### src/rtl/sigmoid_arbiter.sv
// sigmoid_arbiter
//   Shares one combinational sigmoid LUT between N_REQ requesters.
//   Round-robin grant, one lookup accepted per cycle, two registered
//   stages, and a response tagged one-hot to the requester that issued it.
//
// Parameters
//   N_REQ   number of requesters (2..16)
//   DATA_W  LUT operand/result width
//
// Ports
//   clk        rising-edge clock
//   rst        synchronous reset, active-high
//   en         1 = grants allowed; 0 = no new grants, in-flight lookups drain
//   req_valid  per-requester lookup request
//   req_data   requester i operand at [i*DATA_W +: DATA_W]
//   req_ready  one-hot grant (combinational)
//   lut_in     registered operand driven to the LUT
//   lut_out    combinational LUT result for lut_in
//   rsp_valid  one-hot, single-cycle response tag
//   rsp_data   registered LUT result
//   busy       a lookup is in stage 1 or stage 2
//   grant_cnt  per-requester 16-bit transfer counters (only with the macro)
//
// Build option
//   SIGMOID_ARB_STATS_EN  adds the grant_cnt port and its counters.

module sigmoid_arbiter #(
  parameter int N_REQ  = 4,
  parameter int DATA_W = 8
) (
  input  logic                      clk,
  input  logic                      rst,
  input  logic                      en,
  input  logic [N_REQ-1:0]          req_valid,
  input  logic [N_REQ*DATA_W-1:0]   req_data,
  output logic [N_REQ-1:0]          req_ready,
  output logic [DATA_W-1:0]         lut_in,
  input  logic [DATA_W-1:0]         lut_out,
  output logic [N_REQ-1:0]          rsp_valid,
  output logic [DATA_W-1:0]         rsp_data,
  output logic                      busy
`ifdef SIGMOID_ARB_STATS_EN
  ,
  output logic [N_REQ*16-1:0]       grant_cnt
`endif
);

  localparam int ID_W = $clog2(N_REQ);

  logic [ID_W-1:0]   ptr;
  logic [ID_W-1:0]   gidx;
  logic [ID_W-1:0]   cand;
  logic              found;
  logic              xfer;
  logic [DATA_W-1:0] sel_data;
  logic [ID_W-1:0]   id1;
  logic              v1;
  int unsigned       idx;

  // Search from ptr upward with wrap at N_REQ; first valid wins.
  always_comb begin
    req_ready = '0;
    gidx      = '0;
    cand      = '0;
    found     = 1'b0;
    idx       = 0;
    if (en && !rst) begin
      for (int unsigned k = 0; k < N_REQ; k++) begin
        idx = 32'(ptr) + k;
        if (idx >= 32'(N_REQ)) idx = idx - 32'(N_REQ);
        cand = ID_W'(idx);
        if (!found && req_valid[cand]) begin
          found           = 1'b1;
          req_ready[cand] = 1'b1;
          gidx            = cand;
        end
      end
    end
  end

  assign xfer = |req_ready;

  always_comb begin
    sel_data = '0;
    for (int unsigned i = 0; i < N_REQ; i++) begin
      if (req_ready[i]) sel_data = req_data[i*DATA_W +: DATA_W];
    end
  end

  always_ff @(posedge clk) begin
    if (rst) begin
      ptr       <= '0;
      lut_in    <= '0;
      id1       <= '0;
      v1        <= 1'b0;
      rsp_valid <= '0;
      rsp_data  <= '0;
    end else begin
      // Stage 1
      v1 <= xfer;
      if (xfer) begin
        lut_in <= sel_data;
        id1    <= gidx;
        ptr    <= (gidx == ID_W'(N_REQ - 1)) ? '0 : gidx + ID_W'(1);
      end
      // Stage 2
      if (v1) begin
        rsp_data  <= lut_out;
        rsp_valid <= N_REQ'(1) << id1;
      end else begin
        rsp_valid <= '0;
      end
    end
  end

  assign busy = v1 | (|rsp_valid);

`ifdef SIGMOID_ARB_STATS_EN
  logic [15:0] cnt [N_REQ];

  always_ff @(posedge clk) begin
    if (rst) begin
      for (int unsigned i = 0; i < N_REQ; i++) cnt[i] <= '0;
    end else if (xfer) begin
      cnt[gidx] <= cnt[gidx] + 16'd1;
    end
  end

  always_comb begin
    grant_cnt = '0;
    for (int unsigned i = 0; i < N_REQ; i++) grant_cnt[i*16 +: 16] = cnt[i];
  end
`endif

endmodule

### config.mk
export PLATFORM = sky130hd
export DESIGN_NAME = sigmoid_arbiter
export DESIGN_NICKNAME = d
export VERILOG_FILES = /design/src/rtl/sigmoid_arbiter.sv
export SDC_FILE = /design/constraint.sdc
export NUM_CORES = 1
export LEC_CHECK = 0
export CAP_MARGIN = 20
export CORE_MARGIN = 2
export CORE_UTILIZATION = 30
export DETAILED_ROUTE_END_ITERATION = 12
export SETUP_SLACK_MARGIN = 0.4
export SLEW_MARGIN = 0
export SYNTH_ARGS = -nofsm -noshare
export SYNTH_HDL_FRONTEND = slang
export SYNTH_SLANG_ARGS = --single-unit
export TNS_END_PERCENT = 50
### constraint.sdc
create_clock -name clk -period 3.7 [get_ports clk]
set_clock_uncertainty 0.15 [all_clocks]
set_input_delay 0.37 -clock clk [delete_from_list [all_inputs] [get_ports clk]]
set_output_delay 0.37 -clock clk [all_outputs]
set_load 0.01 [all_outputs]
Yosys cells after proc, flatten, opt, wreduce, memory -nomap -nowiden --
Cells that the tools add are included.
Operators by class: shift-type cells 1, magnitude comparators 12, bitwise logic cells 5, equality and inequality tests 1, divide/modulo/power cells 0, reduce and logical (&&, ||, !) cells 15, multiplexer cells 48, multipliers 0, add/sub/neg operators 8
Operator list (count):
- 2-to-1 mux 4 bit | 8
- 2-to-1 mux 8 bit | 4
- 2-to-1 mux 2 bit | 14
- 2-to-1 mux 1 bit | 14
- < comparator 2 x 3 -> 1 bit, second input constant | 4
- OR 4 bit | 3
- greater-or-equal comparator 3 bit, second input constant | 3
- binary-select mux 1 bit (select 2 bit) | 4
- demux 1 bit (select 2 bit) | 4
- greater-or-equal comparator 2 x 1 -> 1 bit, second input constant | 4
- logical AND 1 bit | 8
- OR reduction 4 bit | 2
- subtractor 2 x 1 -> 2 bit, second input constant | 4
- adder 2 x 2 -> 3 bit, second input constant | 2
- zero test 1 bit | 4
- left shift 1 x 2 -> 4 bit, first input constant | 1
- adder 2 x 1 -> 3 bit, second input constant | 1
- greater-or-equal comparator 2 x 3 -> 1 bit, second input constant | 1
- adder 2 x 1 -> 2 bit, second input constant | 1
- == test 2 bit, second input constant | 1
- OR reduction 2 bit | 1
- inverter 1 bit | 1
- OR 1 bit | 1
Storage, ports and cells: bits in registers 25, logic and storage cells 96, input bits 47, output and inout port bits 25, bits in latches 0, memories kept 0, memory bits (read-only) 0, bits in writable memories 0

Longest topological paths before layout --
word-level depth 23, mapped depth 12, depth with buffers taken out 9

Worst setup path after synthesis --
OpenSTA, ideal clock, no wires.
kind register -> register, start point register ptr[0], end point register lut_in[6], clock period less this slack 3036 ps, required time 3428 ps, path buffers 2, stages on the path, launching flop included 12, setup time 122 ps, arrival time 2764 ps, setup slack 664 ps, cell sequence dfxtp_1 -> buf_6 -> buf_2 -> inv_1 -> ha_1 -> or3b_1 -> a21o_1 -> a21boi_1 -> o21ai_1 -> inv_1 -> o21ai_0 -> a221o_1
On the way: elaborated cells on any way between the ends 75, classes of those cells add/sub: 7; order compare: 12; mux: 42; bitwise: 3; reduce/logical: 11
RTL lines:
- start, declared | line 50 | logic [ID_W-1:0] ptr;
- start signal, assigned | line 104 | ptr <= (gidx == ID_W'(N_REQ - 1)) ? '0 : gidx + ID_W'(1);
- branches (longest 17 deep; another with adder 2 x 1 -> 3 bit)
- 2-to-1 mux 4 bit (*) | line 72 | if (!found && req_valid[cand]) begin
- 2-to-1 mux 4 bit (*) | line 67 | if (en && !rst) begin
- via req_ready[3] | line 36 | output logic [N_REQ-1:0] req_ready,
- OR reduction 4 bit or 2-to-1 mux 8 bit (tied branches) | line 81, 86
- end signal, assigned | line 102 | lut_in <= sel_data;
- end, declared | line 37 | output logic [DATA_W-1:0] lut_in,
Mark *: on every way through the listed nets, which the timed path passes. The select of a mux whose other input is x is not followed. A chain may end at the register's enable or synchronous reset.

Worst setup path after layout --
start point register ptr[0], end point output port req_ready[3]
On the way: longest elaborated chain between the ends 19, elaborated cells on any way between the ends 70, classes of those cells add/sub: 7; order compare: 12; mux: 38; bitwise: 3; reduce/logical: 10
RTL lines (line):
- branches (longest 17 deep; another with adder 2 x 1 -> 3 bit)
- 2-to-1 mux 4 bit (*) | 72
- 2-to-1 mux 4 bit (*) | 67
- end, declared | 36
Every way passes the cells marked *. The select of a mux whose other input is x is not followed.

==> metrics.md <==
| Metric | Value |
|---|---|
| Mapped Cells | 205 |
| Clock Latency Late Sink | between 200 and 300 ps |
| Width of the die | around 83 um |
| Drt initial violations | 90 |
| Vias in the first global route | between 1500 and 2000 |
| Main synth FF type | dfxtp_1 |
| DP Area | 2673 sq um |
| Total GRT Usage | 15.25% |
| Ratio of cells with drive above 1 in the final layout | between 10 and 15% |
| First-pass GRT wire length | between 8000 and 9000 um |
| Num Clock Sinks | 25 |
| Worst IR Drop VDD | about 0.22 mV |
| Post-Place Cells | 350 |
| Unrepaired setup endpoints after global routing | false |
| Worst-path fanout max | 9 |
| Clk slew on worst S/H paths | 90 ps |
| Fin crit share | 85.03% |
| 1st-pass router iterations | 4 |
| Fin crit period | 3146 ps |
| Multi-input gate area | 1267 sq um |
| CP max stage cell | clkdlybuf4s50_1 |
| Die area | 6813 sq um |
| CTS buffer count | 3 |
| Setup violators final | 0 |
| CTS tree | done |
| Syn Std Cell Area | ~1900 sq um |
| Static Leak | ~1.1 nW |
| Fmax achieved | 317.8 MHz |
| Final hold slack | around 330 ps |
| Post-synthesis cell type count | between 50 and 60 |
| Filler cell count | 599 |
| PD cells | 552.3 nW/um^2 |
| Worst path max stage delay | between 500 and 600 ps |
| Worst Path Required | 3180 ps |
| Crit Path Category | reg -> out |
| Post-synth EDFFs | 0 |
| Post-placement setup slack | 368.7 ps |
| Core area | 5956 sq um |
| Slew headroom | 61.03% |
| # H-tree levels | 1 |
| Ports | 72 |
| Tot Pwr | 1.525 mW |
| CP Launch Type | register |
| Worst-path cell chain | inv_2 > ha_4 > mux4_2 > nand3b_1 > a21oi_4 > o21ai_1 > inv_1 > clkdlybuf4s50_1 |
| Vias | 1859 |
| Post-layout instance area | 2761 sq um |
| RePlAce Congestion | around 0.76 |
| Critical path data arrival time | ~2600 ps |
| Final worst-path setup slack | between 500 and 600 ps |
| Avg WL per Cell | roughly 15 um |
| Syn Nets | between 200 and 300 |
| Crit path capture type | output port |
| Vias/cell | 5.222 |
| Worst slew pin tran | 577.2 ps |
| Status | finished, final reports clean |
| Initial antenna violation count | 0 |
| Total gr overflow | 0 |
| Worst hold path class | reg -> reg |
| Crit path buf inv count | 3 |
| Post-synthesis async set-or-reset flop share | 0% |
| Layout area overhead | 49.22% |
| Initial core utilization | between 30% and 40% |
| DRC viols | 0 |
| Storage element area | 500.5 sq um |
| CTS Root Cell | clkbuf_8 |
| Fin Setup TNS | 0 ps |
| Final nets | 336 |
| Number of synthesized register bits | 25 |
| Routed Antenna Nets | 0 |
| Clock Tree Buf Depth | 2 |
| Total wire length | about 5200 um |
| Non-Filler Instances | ~360 |
| Largest net degree at the start of global routing | 18 |
| Worst path top cell family by delay | buffers and inverters |
| Max-cap violation count | 0 |
| Fin util | around 46% |
| IO Port Bufs | between 70 and 80 |
| ANT cells | 0 |
| Max-slew violation count | 0 |
| Final hold violation count | 0 |
| Synth warnings | 0 |
| Post-DP HPWL | 4096 um |
| Die Y | 82.54 um |
| Syn_area_per_cell | 9.027 sq um |
| Site Rows | 28 |
| Register area share after synthesis | 27.05% |
==> worst register-to-register path, delay by kind of cell, from the launching register on <==
| kind | cells | cell delay [ps] |
|---|---|---|
| muxes | 1 | 400 |
| and+or+nand+nor | 1 | 340 |
| adders and majority gates | 1 | 330 |
| buffers and inverters | 2 | 260 |
| AOI/OAI and AO/OA | 4 | 930 |
| DFF | 1 | 370 |
==> area by class of cell <==
type	count	share of cell area (%)
repair buffers	85	29.95
flip-flops and latches	25	18.12
inverters	6	0.8156
multi-input cells	161	45.90
clock buffers	3	1.495
clock inverters	1	0.3172
well taps	75	3.398
==> worst paths after layout <==
path | start | endpoint | slack, ps | depth (start not counted)
max reg2reg | ptr[0]$_SDFFE_PP0P_ | lut_in[3]$_SDFFE_PP0P_ | 860 | 9
min | id1[1]$_SDFFE_PP0P_ | rsp_valid[1]$_SDFF_PP0_ | 330 | 1
max | ptr[0]$_SDFFE_PP0P_ | req_ready[3] | 550 | 8
min reg2reg | id1[1]$_SDFFE_PP0P_ | rsp_valid[1]$_SDFF_PP0_ | 330 | 1
==> cell usage after synthesis, drive strengths merged (5+ instances only) <==
master / instances / share of area (%)
nand2: 10 / 2.0
ha: 7 / 4.7
a21oi: 14 / 5.4
inv: 6 / 1.2
nor3: 8 / 2.8
a221o: 8 / 4.4
nor2: 17 / 3.6
buf: 7 / 2.7
dfxtp: 25 / 27
nor3b: 5 / 2.0
clkbuf: 6 / 1.2
o211ai: 8 / 3.2
a22o: 8 / 3.8
nand3b: 6 / 2.4
mux2i: 9 / 4.9
o21ai: 16 / 4.3
==> cells in the final DEF, fill, tap and decap left out, drive strengths merged, types with 8 or more instances in the layout <==
| cell type | count |
|---|---|
| nor3 | 8 |
| buf | 14 |
| mux2i | 9 |
| clkdlybuf4s50 | 65 |
| nor2 | 17 |
| a22o | 8 |
| o211ai | 8 |
| a21oi | 14 |
| a221o | 8 |
| o21ai | 16 |
| dfxtp | 25 |
| nand2 | 10 |
==> registers in the layout, summed over array words and instances (netlist names) <==
| name | count |
|---|---|
| rsp_valid | 4 |
| ptr | 2 |
| v1 | 1 |
| id1 | 2 |
| lut_in | 8 |
| rsp_data | 8 |
==> what timing repair did <==
action / CTS / global route
setup buffers: 0 / 2
gates cloned: 0 / 0
endpoints found under the setup margin: 4 / 4
resized for setup: 4 / 7
pin swaps: 0 / 2
hold buffers: 0 / 0
endpoints found under the hold margin: 0 / 0
==> cells by family (layout without fill, tap and decap cells) <==
kind of cell	after synthesis	in the layout	share of synthesized area, %
compound gates	79	79	35.43
fa+ha+maj	7	7	4.733
buf+inv	19	95	5.139
flops	25	25	27.05
mux	13	13	9.128
simple gates	62	62	18.53
==> report_power, final <==
part	leakage (nW)	internal, mW	switching (mW)
registers	0.205	0.339	0.0575
logic	0.830	0.495	0.462
clock network	0.0261	0.0789	0.0922
total	1.06	0.913	0.612
==> per-layer routing <==
layer	up-vias	wire, um	GRT usage (%)
met2	55	2428	26.21
met4	0	10	1.148
li1	936	-	-
met3	2	353	3.478
met1	866	2447	20.32
met5	-	0	0
No activity file was read; power rests on OpenSTA's default activity.
